$ cat src/rtl/cs_pkg.sv
// Shared definitions for the hardwired control sequencer.
// Contents:
//   - default widths for the opcode, register fields and retired counter
//   - opcode values
//   - control-step state encoding
//   - instruction class decode helper
// The optional single-step feature is enabled by defining CS_STEP_EN.
// This package only holds definitions.
package cs_pkg;

   localparam int CS_OPW  = 5;
   localparam int CS_RSW  = 4;
   localparam int CS_CNTW = 16;

   // Bit position of the top of the opcode field in IR.
   // The ra, rb and rc fields follow it, packed downwards.
   localparam int IR_OP_MSB = 31;

   localparam logic [CS_OPW-1:0] OP_ADD  = 5'b00011;
   localparam logic [CS_OPW-1:0] OP_SUB  = 5'b00100;
   localparam logic [CS_OPW-1:0] OP_AND  = 5'b00101;
   localparam logic [CS_OPW-1:0] OP_OR   = 5'b00110;
   localparam logic [CS_OPW-1:0] OP_SHR  = 5'b00111;
   localparam logic [CS_OPW-1:0] OP_SHL  = 5'b01001;
   localparam logic [CS_OPW-1:0] OP_ROR  = 5'b01010;
   localparam logic [CS_OPW-1:0] OP_ROL  = 5'b01011;
   localparam logic [CS_OPW-1:0] OP_MUL  = 5'b01111;
   localparam logic [CS_OPW-1:0] OP_DIV  = 5'b10000;
   localparam logic [CS_OPW-1:0] OP_NEG  = 5'b10001;
   localparam logic [CS_OPW-1:0] OP_NOT  = 5'b10010;
   localparam logic [CS_OPW-1:0] OP_NOP  = 5'b11010;
   localparam logic [CS_OPW-1:0] OP_HALT = 5'b11011;

   typedef enum logic [3:0] {
      ST_T0,
      ST_T1,
      ST_T2,
      ST_T3,
      ST_T4,
      ST_T5,
      ST_T6,
      ST_PAUSE,
      ST_HALTED
   } state_t;

   typedef enum logic [2:0] {
      CLS_ALU3,
      CLS_UNARY,
      CLS_MULDIV,
      CLS_NOP,
      CLS_HALT
   } iclass_t;

   // Opcodes that are not listed here fall into CLS_NOP.
   // They still retire as a NOP would.
   function automatic iclass_t decode_class(input logic [CS_OPW-1:0] op);
      iclass_t cls;
      case (op)
         OP_ADD, OP_SUB, OP_AND, OP_OR,
         OP_SHR, OP_SHL, OP_ROR, OP_ROL: cls = CLS_ALU3;
         OP_NEG, OP_NOT:                 cls = CLS_UNARY;
         OP_MUL, OP_DIV:                 cls = CLS_MULDIV;
         OP_HALT:                        cls = CLS_HALT;
         default:                        cls = CLS_NOP;
      endcase
      return cls;
   endfunction

endpackage

$ cat src/rtl/control_sequencer_if.sv
// Connection between the control sequencer and the cpu datapath.
// Inputs to the sequencer:
//   - ir      : IR contents
//   - mem_rdy : memory has valid Mdatain this cycle
//   - step    : single-step advance pulse (CS_STEP_EN builds only)
// Outputs from the sequencer:
//   - datapath strobes
//   - reg_in_sel and reg_out_sel one-hot selects
//   - op_code, run and the retired-instruction count
// Modports:
//   - master : the sequencer side
//   - slave  : the datapath side
interface control_sequencer_if
   import cs_pkg::*;
#(
   parameter int OPW  = CS_OPW,
   parameter int CNTW = CS_CNTW
);
   logic [31:0]     ir;
   logic            mem_rdy;
   logic            step;

   logic            PCout;
   logic            MARin;
   logic            pcInc;
   logic            PCin;
   logic            MDR_read;
   logic            MDRin;
   logic            MDRout;
   logic            IRin;
   logic            Yin;
   logic            Zlow_enable;
   logic            Zhigh_enable;
   logic            Zlowout;
   logic            Zhighout;
   logic            HI_enable;
   logic            LO_enable;
   logic [15:0]     reg_in_sel;
   logic [15:0]     reg_out_sel;
   logic [OPW-1:0]  op_code;
   logic            run;
   logic [CNTW-1:0] retired;

   modport master (
      input  ir, mem_rdy, step,
      output PCout, MARin, pcInc, PCin, MDR_read, MDRin, MDRout, IRin, Yin,
      output Zlow_enable, Zhigh_enable, Zlowout, Zhighout, HI_enable, LO_enable,
      output reg_in_sel, reg_out_sel, op_code, run, retired
   );

   modport slave (
      output ir, mem_rdy, step,
      input  PCout, MARin, pcInc, PCin, MDR_read, MDRin, MDRout, IRin, Yin,
      input  Zlow_enable, Zhigh_enable, Zlowout, Zhighout, HI_enable, LO_enable,
      input  reg_in_sel, reg_out_sel, op_code, run, retired
   );

endinterface

$ cat src/rtl/reg_sel_decode.sv
// Turns a register index plus an enable into a 16-bit one-hot select for R0..R15.
// Ports:
//   - idx : register index, RSW bits
//   - en  : enable; when low the output is all zeros
//   - sel : one-hot select, bit n selects Rn
// Indices above 15 give all zeros.
module reg_sel_decode
   import cs_pkg::*;
#(
   parameter int RSW = CS_RSW
) (
   input  logic [RSW-1:0] idx,
   input  logic           en,
   output logic [15:0]    sel
);

   assign sel = en ? (16'd1 << idx) : 16'd0;

endmodule

$ cat src/rtl/control_sequencer.sv
// Hardwired control unit for the 32-bit cpu datapath.
// It fetches an instruction through PC/MAR/MDR, decodes IR, and then drives
// the per-cycle datapath strobes for ALU, MUL/DIV, NOP and HALT instructions.
// Ports:
//   - clk   : rising-edge clock
//   - reset : synchronous, active-high
//   - bus   : control_sequencer_if.master (ir, mem_rdy, step in; strobes,
//             register selects, op_code, run and retired out)
// Optional feature: when CS_STEP_EN is defined, each instruction parks in
// PAUSE after its final execute cycle until a step pulse arrives.
//
// state   | meaning
// --------+--------------------------------------------------------------
// T0      | PC to MAR, increment PC into Z
// T1      | memory read; waits for mem_rdy, then loads MDR and new PC
// T2      | MDR to IR
// T3..T6  | execute steps, which depend on the instruction class
// PAUSE   | single-step hold (CS_STEP_EN only); leaves on step=1
// HALTED  | run=0, all strobes idle until reset
module control_sequencer
   import cs_pkg::*;
#(
   parameter int OPW  = CS_OPW,
   parameter int RSW  = CS_RSW,
   parameter int CNTW = CS_CNTW
) (
   input  logic                  clk,
   input  logic                  reset,
   control_sequencer_if.master   bus
);

   localparam int RA_MSB = IR_OP_MSB - OPW;
   localparam int RB_MSB = RA_MSB - RSW;
   localparam int RC_MSB = RB_MSB - RSW;

   state_t          state;
   state_t          state_next;
   logic            boot;
   logic            last;
   logic [CNTW-1:0] retired_q;

   logic [OPW-1:0]  opcode;
   logic [RSW-1:0]  ra;
   logic [RSW-1:0]  rb;
   logic [RSW-1:0]  rc;
   iclass_t         cls;

   logic            in_en;
   logic            out_en;
   logic [RSW-1:0]  in_idx;
   logic [RSW-1:0]  out_idx;

   assign opcode = bus.ir[IR_OP_MSB -: OPW];
   assign ra     = bus.ir[RA_MSB -: RSW];
   assign rb     = bus.ir[RB_MSB -: RSW];
   assign rc     = bus.ir[RC_MSB -: RSW];
   assign cls    = decode_class(opcode);

`ifndef CS_STEP_EN
   logic unused_step;
   assign unused_step = bus.step;
`endif

   // boot marks the cycle that follows a reset edge.
   // It keeps every strobe low in that cycle, so T0 strobes only appear
   // once reset has been released.
   always_ff @(posedge clk) begin
      if (reset) begin
         state     <= ST_T0;
         boot      <= 1'b1;
         retired_q <= '0;
      end else begin
         state <= state_next;
         boot  <= 1'b0;
         if (last) begin
            retired_q <= retired_q + CNTW'(1);
         end
      end
   end

   always_comb begin
      state_next       = state;
      last             = 1'b0;
      in_en            = 1'b0;
      out_en           = 1'b0;
      in_idx           = ra;
      out_idx          = rb;
      bus.PCout        = 1'b0;
      bus.MARin        = 1'b0;
      bus.pcInc        = 1'b0;
      bus.PCin         = 1'b0;
      bus.MDR_read     = 1'b0;
      bus.MDRin        = 1'b0;
      bus.MDRout       = 1'b0;
      bus.IRin         = 1'b0;
      bus.Yin          = 1'b0;
      bus.Zlow_enable  = 1'b0;
      bus.Zhigh_enable = 1'b0;
      bus.Zlowout      = 1'b0;
      bus.Zhighout     = 1'b0;
      bus.HI_enable    = 1'b0;
      bus.LO_enable    = 1'b0;
      bus.op_code      = '0;
      bus.run          = 1'b1;

      if (boot) begin
         state_next = ST_T0;
      end else begin
         case (state)
            ST_T0: begin
               bus.PCout       = 1'b1;
               bus.MARin       = 1'b1;
               bus.pcInc       = 1'b1;
               bus.Zlow_enable = 1'b1;
               state_next      = ST_T1;
            end
            ST_T1: begin
               bus.MDR_read = 1'b1;
               if (bus.mem_rdy) begin
                  bus.MDRin   = 1'b1;
                  bus.Zlowout = 1'b1;
                  bus.PCin    = 1'b1;
                  state_next  = ST_T2;
               end
            end
            ST_T2: begin
               bus.MDRout = 1'b1;
               bus.IRin   = 1'b1;
               state_next = ST_T3;
            end
            ST_T3: begin
               case (cls)
                  CLS_ALU3: begin
                     out_en     = 1'b1;
                     bus.Yin    = 1'b1;
                     state_next = ST_T4;
                  end
                  CLS_UNARY: begin
                     out_en          = 1'b1;
                     bus.op_code     = opcode;
                     bus.Zlow_enable = 1'b1;
                     state_next      = ST_T4;
                  end
                  CLS_MULDIV: begin
                     out_en     = 1'b1;
                     out_idx    = ra;
                     bus.Yin    = 1'b1;
                     state_next = ST_T4;
                  end
                  CLS_HALT: begin
                     state_next = ST_HALTED;
                  end
                  default: begin
                     last = 1'b1;
                  end
               endcase
            end
            ST_T4: begin
               case (cls)
                  CLS_ALU3: begin
                     out_en          = 1'b1;
                     out_idx         = rc;
                     bus.op_code     = opcode;
                     bus.Zlow_enable = 1'b1;
                     state_next      = ST_T5;
                  end
                  CLS_UNARY: begin
                     bus.Zlowout = 1'b1;
                     in_en       = 1'b1;
                     last        = 1'b1;
                  end
                  CLS_MULDIV: begin
                     out_en           = 1'b1;
                     bus.op_code      = opcode;
                     bus.Zlow_enable  = 1'b1;
                     bus.Zhigh_enable = 1'b1;
                     state_next       = ST_T5;
                  end
                  default: begin
                     state_next = ST_T0;
                  end
               endcase
            end
            ST_T5: begin
               case (cls)
                  CLS_ALU3: begin
                     bus.Zlowout = 1'b1;
                     in_en       = 1'b1;
                     last        = 1'b1;
                  end
                  CLS_MULDIV: begin
                     bus.Zlowout   = 1'b1;
                     bus.LO_enable = 1'b1;
                     state_next    = ST_T6;
                  end
                  default: begin
                     state_next = ST_T0;
                  end
               endcase
            end
            ST_T6: begin
               bus.Zhighout  = 1'b1;
               bus.HI_enable = 1'b1;
               last          = 1'b1;
            end
            ST_PAUSE: begin
`ifdef CS_STEP_EN
               if (bus.step) begin
                  state_next = ST_T0;
               end
`else
               state_next = ST_T0;
`endif
            end
            ST_HALTED: begin
               bus.run = 1'b0;
            end
            default: begin
               state_next = ST_T0;
            end
         endcase
      end

      if (last) begin
`ifdef CS_STEP_EN
         state_next = ST_PAUSE;
`else
         state_next = ST_T0;
`endif
      end
   end

   assign bus.retired = retired_q;

   reg_sel_decode #(.RSW(RSW)) u_in_sel (
      .idx (in_idx),
      .en  (in_en),
      .sel (bus.reg_in_sel)
   );

   reg_sel_decode #(.RSW(RSW)) u_out_sel (
      .idx (out_idx),
      .en  (out_en),
      .sel (bus.reg_out_sel)
   );

endmodule
$ cat src/flat_wrapper.sv
// flat-port wrapper written by rule: the top's interface ports become plain ports
module control_sequencer_flat import cs_pkg::*;
#(
   parameter int OPW  = CS_OPW,
   parameter int RSW  = CS_RSW,
   parameter int CNTW = CS_CNTW
)
  (clk, reset, bus_ir, bus_mem_rdy, bus_step, bus_PCout, bus_MARin, bus_pcInc, bus_PCin, bus_MDR_read, bus_MDRin, bus_MDRout, bus_IRin, bus_Yin, bus_Zlow_enable, bus_Zhigh_enable, bus_Zlowout, bus_Zhighout, bus_HI_enable, bus_LO_enable, bus_reg_in_sel, bus_reg_out_sel, bus_op_code, bus_run, bus_retired);
  control_sequencer_if #(.OPW(OPW), .CNTW(CNTW)) bus_i ();
  input  logic clk;
  input  logic reset;
  input wire logic [$bits(bus_i.ir)-1:0] bus_ir;
  input wire logic [$bits(bus_i.mem_rdy)-1:0] bus_mem_rdy;
  input wire logic [$bits(bus_i.step)-1:0] bus_step;
  output wire logic [$bits(bus_i.PCout)-1:0] bus_PCout;
  output wire logic [$bits(bus_i.MARin)-1:0] bus_MARin;
  output wire logic [$bits(bus_i.pcInc)-1:0] bus_pcInc;
  output wire logic [$bits(bus_i.PCin)-1:0] bus_PCin;
  output wire logic [$bits(bus_i.MDR_read)-1:0] bus_MDR_read;
  output wire logic [$bits(bus_i.MDRin)-1:0] bus_MDRin;
  output wire logic [$bits(bus_i.MDRout)-1:0] bus_MDRout;
  output wire logic [$bits(bus_i.IRin)-1:0] bus_IRin;
  output wire logic [$bits(bus_i.Yin)-1:0] bus_Yin;
  output wire logic [$bits(bus_i.Zlow_enable)-1:0] bus_Zlow_enable;
  output wire logic [$bits(bus_i.Zhigh_enable)-1:0] bus_Zhigh_enable;
  output wire logic [$bits(bus_i.Zlowout)-1:0] bus_Zlowout;
  output wire logic [$bits(bus_i.Zhighout)-1:0] bus_Zhighout;
  output wire logic [$bits(bus_i.HI_enable)-1:0] bus_HI_enable;
  output wire logic [$bits(bus_i.LO_enable)-1:0] bus_LO_enable;
  output wire logic [$bits(bus_i.reg_in_sel)-1:0] bus_reg_in_sel;
  output wire logic [$bits(bus_i.reg_out_sel)-1:0] bus_reg_out_sel;
  output wire logic [$bits(bus_i.op_code)-1:0] bus_op_code;
  output wire logic [$bits(bus_i.run)-1:0] bus_run;
  output wire logic [$bits(bus_i.retired)-1:0] bus_retired;
  assign bus_i.ir = bus_ir;
  assign bus_i.mem_rdy = bus_mem_rdy;
  assign bus_i.step = bus_step;
  assign bus_PCout = bus_i.PCout;
  assign bus_MARin = bus_i.MARin;
  assign bus_pcInc = bus_i.pcInc;
  assign bus_PCin = bus_i.PCin;
  assign bus_MDR_read = bus_i.MDR_read;
  assign bus_MDRin = bus_i.MDRin;
  assign bus_MDRout = bus_i.MDRout;
  assign bus_IRin = bus_i.IRin;
  assign bus_Yin = bus_i.Yin;
  assign bus_Zlow_enable = bus_i.Zlow_enable;
  assign bus_Zhigh_enable = bus_i.Zhigh_enable;
  assign bus_Zlowout = bus_i.Zlowout;
  assign bus_Zhighout = bus_i.Zhighout;
  assign bus_HI_enable = bus_i.HI_enable;
  assign bus_LO_enable = bus_i.LO_enable;
  assign bus_reg_in_sel = bus_i.reg_in_sel;
  assign bus_reg_out_sel = bus_i.reg_out_sel;
  assign bus_op_code = bus_i.op_code;
  assign bus_run = bus_i.run;
  assign bus_retired = bus_i.retired;
  control_sequencer #(.OPW(OPW), .RSW(RSW), .CNTW(CNTW)) u_core (.clk(clk), .reset(reset), .bus(bus_i));
endmodule
$ cat config.mk
export PLATFORM = sky130hd
export DESIGN_NAME = control_sequencer_flat
export DESIGN_NICKNAME = d
export VERILOG_FILES = /design/src/rtl/cs_pkg.sv /design/src/rtl/control_sequencer_if.sv /design/src/rtl/reg_sel_decode.sv /design/src/rtl/control_sequencer.sv /design/src/flat_wrapper.sv
export SDC_FILE = /design/constraint.sdc
export NUM_CORES = 1
export LEC_CHECK = 0
export CORE_UTILIZATION = 39
export CTS_CLUSTER_DIAMETER = 100
export DETAILED_ROUTE_END_ITERATION = 8
export GPL_TIMING_DRIVEN = 0
export PLACE_DENSITY = 0.84
export SETUP_SLACK_MARGIN = 0.4
export SLEW_MARGIN = 20
export SYNTH_ARGS = -nofsm -noshare
export SYNTH_HDL_FRONTEND = slang
export SYNTH_SLANG_ARGS = --single-unit
$ cat constraint.sdc
create_clock -name clk -period 4.4 [get_ports clk]
set_input_delay 0.88 -clock clk [delete_from_list [all_inputs] [get_ports clk]]
set_output_delay 0.88 -clock clk [all_outputs]
set_load 0.02 [all_outputs]
**Word-level counts from Yosys, hierarchy flattened**

Memory sizes are Yosys's and may differ from the RTL's.
Index checks and enable logic that the tools add are counted.

- Add/subtract/negate cells: 1
- Eq/ne operators: 14
- Shift-type cells: 2
- Multiplexer cells: 51
- Bitwise operators: 1
- Reductions and logical operators: 8

Operator list:

| cell | number |
|---|---|
| $mux W16 | 2 |
| $pmux W4 S2 | 4 |
| $shl A1 B4 Y16 const A | 2 |
| $mux W1 | 31 |
| $pmux W4 S7 | 1 |
| $add A16 B1 Y16 const B | 1 |
| $mux W4 | 4 |
| $mux W5 | 3 |
| $eq A4 B3 Y1 const B | 3 |
| $pmux W5 S2 | 1 |
| $eq A4 B2 Y1 const B | 2 |
| $ne A2 B2 Y1 const B | 3 |
| $pmux W1 S3 | 2 |
| $reduce_or A3 Y1 | 2 |
| $reduce_and A5 Y1 | 1 |
| $eq A4 B1 Y1 const B | 1 |
| $eq A4 B4 Y1 const B | 1 |
| $logic_not A4 Y1 | 1 |
| $pmux W1 S2 | 2 |
| $pmux W1 S4 | 1 |
| $reduce_or A2 Y1 | 2 |
| $reduce_or A4 Y1 | 1 |
| $eq A3 B1 Y1 const B | 1 |
| $eq A3 B2 Y1 const B | 1 |
| 4 further kinds | 4 |

- Bits in registers: 21
- Bits in read-only memories: 96
- Word-level logic and storage cells: 81
- Memories kept: 1

Memories:

| name | depth | bits a word | read ports | clocked after memory_dff | write ports | line | source |
|---|---|---|---|---|---|---|---|
| (name not given) | 32 | 3 | 1 | 0 | 0 | cs_pkg.sv:58 | `case (op)` |

**Longest topological paths before layout**

Gate-level depths: netlist of the first run.
An unclocked memory read counts as a cell.

- Depth after elaboration: 7
- Mapped depth: 11
- Mapped depth without buffers: 9

**By module**

A second synthesis of the first run with hierarchy kept.

- Cell total of the unflattened synthesis: 289
- Area, all modules: 2160.8 µm²

By module, submodules not included:

| module | instances | cells each | area an instance (µm²) | sequential area each (µm²) |
|---|---|---|---|---|
| control_sequencer | 1 | 243 | 1920.6 | 420.4 |
| reg_sel_decode | 2 | 23 | 120.1 | 0.0 |

**Worst setup path before layout of the first run**

Ideal clock, no wire load.

- Path kind: input to output
- Start point: input bus_ir[27]
- End point: output bus_reg_out_sel[10]
- Arrival time: 3.292 ns
- Required time: 3.520 ns
- Path slack: 0.228 ns
- Cell stages on the path: 9
- Buffers on the path: 0
- Cells stage by stage: inv_1 ha_1 mux2_1 nor3b_4 nor2_2 nor4_4 o311ai_4 or3b_1 nor3_1

- Cells in the longest elaborated chain, start to end: 7

RTL lines:

| element | line | source |
|---|---|---|
| start: declaration | flat_wrapper.sv:12 | `input wire logic [$bits(bus_i.ir)-1:0] bus_ir;` |
| $mem_v2 Z32 W3 (*) | n/a |  |
| $eq A3 B1 Y1 (tied with other cells) | control_sequencer.sv:132 | `case (cls)` |
| $reduce_or A3 Y1 (no source line) (tied with other cells) | n/a |  |
| $mux W1 (tied with other cells) | control_sequencer.sv:132 |  |
| $pmux W1 S2 / $mux W4 (equally long branches) | control_sequencer.sv:109, control_sequencer.sv:106 |  |
| $mux W1 / $shl A1 B4 Y16 (equally long branches) | control_sequencer.sv:106, reg_sel_decode.sv:17 |  |
| $mux W16 (*) | reg_sel_decode.sv:17 | `assign sel = en ? (16'd1 << idx) : 16'd0;` |
| end: declaration | flat_wrapper.sv:31 | `output wire logic [$bits(bus_i.reg_out_sel)-1:0] bus_reg_out_sel;` |

Every way passes the cells marked *; elsewhere a longest branch is shown, timed or not.

**Worst setup path after layout of the first run**

- Start point: input bus_ir[27]
- End point: output bus_reg_out_sel[14]

The elaborated chain is that of the path after synthesis.

==> results_dict.tcl, run 1 <==
set metrics [dict create \
    fin_util_pct 72.7 \
    ys_ff_latch 21 \
    antenna_found_initial 0 \
    ir_drop_v 0.000224 \
    crit_fanout 4 \
    dpl_cell_area_mm2 0.00315 \
    via_count 2880 \
    hp-start "u_core.bus.retired[15]$_SDFFE_PP0P_" \
    synth_edf_count 0 \
    num_rows 26 \
    area_growth_pct 76.2 \
    fin_skew_ns 0.00950 \
    port_buffers 87 \
    avgSynthCellArea_um2 7.40 \
    ioPinCount 105 \
    hpwlAfterDp_mm 5.02 \
    fp.dieH_um 76.5 \
    reg2reg_slack_ns 1.85 \
    p_leak_nw 1.46 \
    first_pass_iters 5 \
    max_freq_mhz 242 \
    worst-endpoint-arrival_ns 3.26 \
    start_kind "primary input" \
    final_cell_mix "buf_4, clkdlybuf4s50_1, nor2_1" \
    cts_buffers 3 \
    fill_cells 394 \
    power_density_mw_per_mm2 133 \
    wl_met2_mm 4.47 \
    syn_area_mm2 0.00216 \
    grt_remaining_overflow 0 \
    grt_pass1_vias 2769 \
    start_util_pct 41.3 \
    hp-class "reg2reg" \
    vias_per_cell 5.69 \
    tns_ns 0 \
    placed_cells 449 \
    postRouteAntennaNets 0 \
    r2r_end "u_core.bus.retired[1]$_SDFFE_PP0P_" \
    place.gp.congestion 0.941 \
    tritoncts "done" \
    dieArea_mm2 0.00585 \
    clkSinkCount 21 \
    slew_viol_final 0 \
    drt-initial-drc-count 217 \
    power_uw 507 \
    drc_errors 0 \
    slowest_stage "or3b_4" \
    cap_violations 0 \
    synth_ff_type "dfxtp_1" \
    whs_endpoint "u_core.bus.retired[15]$_SDFFE_PP0P_" \
    clkSlewWorstSetupHoldPaths_ns 0.07 \
    final_area_mm2 0.00381 \
    ys_seq_area_share_pct 19.4 \
    die_x_um 76.5 \
    syn_nets 332 \
    clockBufferDepth 2 \
    whs_ns 0.503 \
    coreArea_mm2 0.00524 \
    cp.required_ns 3.52 \
    cpPeakStageDelay_ns 0.48 \
    dr_wl_met3_um 513 \
    reg2reg_depth 10 \
    relSlewSlack_pct 50.1 \
    synth_cell_types 73 \
    highest_layer "met4" \
    synthCells 292 \
    grtUsageTotal_pct 26.3 \
    worst_slew_pin_slew_ns 0.747 \
    drt-wirelength-per-cell_um 16.9 \
    finalNetCount 477 \
    grt_max_degree 13 \
    grt_setup_unrepaired "yes" \
    instances_no_fill 506 \
    routed_wl_mm 8.54 \
    htreeDepth 1 \
    grt_first_pass_wirelength_mm 12.8 \
    insertion_delay_ns 0.26 \
    antenna-diode-count 0 \
    finalHoldViolCount 0 \
    setup_viol 0 \
    final_layout_size_suffix_gt1_share_pct 42.2 \
    period_needed_ns 4.14 \
    status "finished clean" \
    layout_setup_ws_ns 0.265 \
    post-route-period-util_pct 94.0 \
    crit_type "in2out" \
    root_buffer "clkbuf_8" \
    holdPathStages 2 \
    synth_warnings 0 \
    path_cells "buf_8, inv_4, ha_4, mux2_4, nor3b_4, nor3_4, a21o_1, o311ai_4, or3b_4, nor3_2, buf_4" \
    critPathCaptureType "output pin" \
    wl_met1_mm 3.36 \
    final_common_cell "buf_4" \
    preCtsSetupSlack_ns -0.844 \
    async_reset_ff_share_pct 0 \
    reg2reg_from "u_core.state[3]$_SDFFE_PP0P_" \
]
[cell type report]
class	count	area, um^2	share of cell area [%]
multi-input cells	242	1900	49.9
repair buffers	140	1170	30.8
flip-flops and latches	21	420	11.0
plain buffers	21	146	3.84
well taps	70	87.6	2.30
clock buffers	3	41.3	1.08
inverters	8	37.5	0.985
clock inverters	1	5.00	0.131
[cells by family after synthesis]
family          after synthesis  synth area share (%)
compound gates               66                  23.8
xor+xnor                     11                  4.46
fa+ha+maj                     4                  2.31
buf+inv                      29                  6.89
flops                        21                  19.4
mux                           4                  1.91
simple gates                157                  41.1
[per-layer routing]
layer,GRT usage [%],up-vias
li1,-,1360
met1,29.9,1355
met2,49.5,142
met3,3.11,23
met4,10.0,0
met5,0,-
[power breakdown]
part | switching (mW) | leakage (nW) | internal (mW) | total, mW
clock network | 0.0607 | 0.0255 | 0.0630 | 0.124
registers | 0.00218 | 0.170 | 0.191 | 0.193
logic | 0.0986 | 1.27 | 0.0918 | 0.190
[flip-flops by register name (all words and copies together), names as in the netlist]
register	flops
u_core.boot	1
u_core.bus.retired	16
u_core.state	4
[worst max path at each step]
stage / from / to / slack (ns)
final: bus_ir[27] / bus_reg_out_sel[14] / 0.26
after detailed placement: bus_ir[27] / bus_reg_out_sel[14] / -0.84
after global routing: bus_ir[27] / bus_reg_out_sel[14] / 0.21
after floorplan: bus_ir[27] / bus_reg_out_sel[10] / 0.36
after global placement: bus_ir[27] / bus_reg_out_sel[14] / -0.76
after CTS: bus_ir[29] / bus_reg_out_sel[14] / 0.40
[critical path, delay by kind of cell]
| kind | cells | cell delay [ns] |
|---|---|---|
| AO/OA/AOI/OAI | 2 | 0.55 |
| adder cells (fa/ha/maj) | 1 | 0.26 |
| buffers and inverters | 3 | 0.30 |
| AND/OR/NAND/NOR | 4 | 1.11 |
| multiplexers | 1 | 0.15 |
[cells in the mapped netlist, drive strengths merged (3+ instances only)]
| master | count | share of area, % |
|---|---|---|
| a211oi | 6 | 2.1 |
| a21oi | 17 | 3.9 |
| and2 | 7 | 2.0 |
| and3 | 7 | 2.0 |
| buf | 16 | 4.6 |
| clkbuf | 5 | 0.87 |
| dfxtp | 21 | 19 |
| ha | 4 | 2.3 |
| inv | 8 | 1.4 |
| mux2i | 3 | 1.4 |
| nand2 | 16 | 2.8 |
| nand2b | 6 | 1.7 |
| nand3 | 8 | 1.9 |
| nand3b | 3 | 1.0 |
| nand4 | 7 | 2.3 |
| nor2 | 42 | 7.5 |
| nor3 | 32 | 7.6 |
| nor3b | 5 | 2.7 |
| nor4 | 4 | 1.9 |
| o2111ai | 3 | 1.5 |
| o211ai | 3 | 1.0 |
| o21ai | 12 | 3.0 |
| or3 | 6 | 2.0 |
| xnor2 | 9 | 3.6 |
[what timing repair did]
action | CTS | global route
cloned | 0 | 1
endpoints found under the hold margin | 0 | 0
setup endpoints to repair | 41 | 38
resized for setup | 210 | 68
hold buffers | 0 | 0
setup buffers | 39 | 13
pin swaps | 21 | 30
(Power assumes the default switching activity.)
==> run 2: changes to the inputs <==
- TNS_END_PERCENT: default -> 50
==> run 2 against run 1 <==
Via count shrank 2.7%. Register-to-register slack is essentially flat. Final cell count shrank 3.6%. Routed wire length shrank 7.7%. Combinational power shrank 7%. Critical endpoint is now bus_reg_out_sel[10].
==> results_dict.tcl, run 2 (synthesis gave the netlist of run 1 again) <==
set metrics [dict create \
    final_cell_mix "buf_4, clkdlybuf4s50_1, nor2_1" \
    wl_met2_mm 4.03 \
    num_rows 26 \
    first_pass_iters 4 \
    cpPeakStageDelay_ns 0.49 \
    crit_fanout 5 \
    crit_type "in2out" \
    worst-endpoint-arrival_ns 3.22 \
    insertion_delay_ns 0.26 \
    cap_violations 0 \
    die_x_um 76.5 \
    status "finished clean" \
    cts_buffers 3 \
    coreArea_mm2 0.00524 \
    vias_per_cell 5.74 \
    grt_max_degree 13 \
    switchingPower_uw 158 \
    setup_viol 0 \
    period_needed_ns 4.10 \
    final_common_cell "buf_4" \
    whs_endpoint "u_core.bus.retired[9]$_SDFFE_PP0P_" \
    path_buf_inv 5 \
    grtUsageTotal_pct 25.2 \
    path_cells "buf_8, inv_6, ha_4, and2_4, o21a_1, a221oi_2, buf_4, buf_6, o2111ai_4, o311ai_4, or3b_4, nor3_2, buf_4" \
    area_growth_pct 69.6 \
    cp.required_ns 3.52 \
    drt-initial-drc-count 204 \
    wl_met1_mm 3.29 \
    antenna-diode-count 0 \
    start_kind "primary input" \
    htreeDepth 1 \
    dpl_cell_area_mm2 0.00315 \
    place.gp.congestion 0.937 \
    reg2reg_depth 7 \
    relSlewSlack_pct 47.7 \
    cp_top_family "simple AND/OR/NAND/NOR gates" \
    largest_reg_flops 16 \
    final_layout_size_suffix_gt1_share_pct 36.8 \
    post-route-period-util_pct 93.1 \
    reg2reg_from "u_core.state[3]$_SDFFE_PP0P_" \
    finalHoldViolCount 0 \
    p_leak_nw 1.39 \
    drt-wirelength-per-cell_um 16.2 \
    slowest_stage "or3b_4" \
    reg2reg_slack_ns 1.85 \
    clkSlewWorstSetupHoldPaths_ns 0.08 \
    grt_setup_unrepaired "yes" \
    seqPwrFrac_pct 39.0 \
    port_buffers 87 \
    root_buffer "clkbuf_8" \
    power_density_mw_per_mm2 135 \
    clock_power_share_pct 25.3 \
    intPower_uw 338 \
    worst_slew_pin_slew_ns 0.783 \
    max_freq_mhz 244 \
    clkSinkCount 21 \
    hpwlAfterDp_mm 4.91 \
    via_count 2803 \
    antenna_found_initial 0 \
    r2r_end "u_core.bus.retired[15]$_SDFFE_PP0P_" \
    instances_no_fill 488 \
    routed_wl_mm 7.89 \
    ioPinCount 105 \
    swShare_pct 31.8 \
    postRouteAntennaNets 0 \
    grt_first_pass_wirelength_mm 12.4 \
    crit_path_frequent_cell "buf_4" \
    placed_cells 449 \
    highest_layer "met4" \
    dr_wl_met3_um 397 \
    hp-class "reg2reg" \
    final_area_mm2 0.00367 \
    slew_viol_final 0 \
    pwr-share-comb_pct 35.7 \
    ir_drop_v 0.000127 \
    grt_remaining_overflow 0 \
    finalNetCount 459 \
    power_uw 496 \
    start_util_pct 41.3 \
    hp-start "u_core.bus.retired[9]$_SDFFE_PP0P_" \
    fin_skew_ns 0.00541 \
    holdPathStages 2 \
    fin_util_pct 70.0 \
    grt_pass1_vias 2675 \
    critPathCaptureType "output pin" \
    clockBufferDepth 2 \
    tritoncts "done" \
    dieArea_mm2 0.00585 \
    drc_errors 0 \
    fp.dieH_um 76.5 \
]
-- run 2: changes by cell type in the layout (fill, tap and decap cells not counted), sizes merged --
cell,before,now
buf,105,81
clkdlybuf4s15,0,3
clkbuf,10,12
clkdlybuf4s50,42,43
-- run 2: how the worst max path moves through the flow --
stage	from	endpoint	slack [ns]	cells after the start
3_5_place_dp	bus_ir[27]	bus_reg_out_sel[14]	-0.79	11
2_1_floorplan	bus_ir[27]	bus_reg_out_sel[10]	0.36	9
6_report	bus_ir[28]	bus_reg_out_sel[10]	0.30	13
4_1_cts	bus_ir[27]	bus_reg_out_sel[14]	0.38	11
3_3_place_gp	bus_ir[27]	bus_reg_out_sel[14]	-0.76	11
5_1_grt	bus_ir[28]	bus_reg_out_sel[10]	0.24	12
-- run 2: per-stage QoR --
stage	setup TNS [ns]	setup slack [ns]	hold WS, ns
final	0	0.305	0.515
after global routing	0	0.241	0.548
after CTS	0	0.384	0.513
after detailed placement	-18.18	-0.794	0.500
after global placement	-16.88	-0.765	0.475
after floorplan	0	0.358	0.558
-- run 2: tightest hold or removal path, stage by stage, from the launching register on --
cell and delay, ns:
dfxtp_1 0.33, o21ai_0 0.08, a21oi_1 0.06
-- run 2: repair_timing --
action | 4_1_cts | 5_1_grt
pin swaps | 25 | 26
hold buffers | 0 | 0
endpoints found under the setup margin | 41 | 35
gates cloned | 1 | 0
gates resized for setup | 201 | 54
setup buffers | 23 | 11
-- run 2: layout make-up --
class,instances,area (um^2)
Buffer,21,155
Clock buffer,3,41.3
Fill cell,428,1570
Timing Repair Buffer,122,1040
Clock inverter,1,5.00
Multi-Input combinational cell,242,1880
Sequential cell,21,420
Inverter,8,40.0
Tap cell,70,87.6
-- run 2: power groups by stage --
stage / clock, mW / sequential, mW / combinational, mW
final: 0.125 / 0.193 / 0.177
after global routing: 0.136 / 0.194 / 0.186
after CTS: 0.129 / 0.193 / 0.150
after detailed placement: 0 / 0.197 / 0.118
after global placement: 0 / 0.198 / 0.116
after floorplan: 0 / 0.197 / 0.0767
-- run 2: layer usage --
metal / global-route usage [%] / vias up
met5: 0 / -
met4: 6.92 / 0
met3: 2.75 / 24
met2: 46.4 / 119
met1: 30.6 / 1335
li1: - / 1325
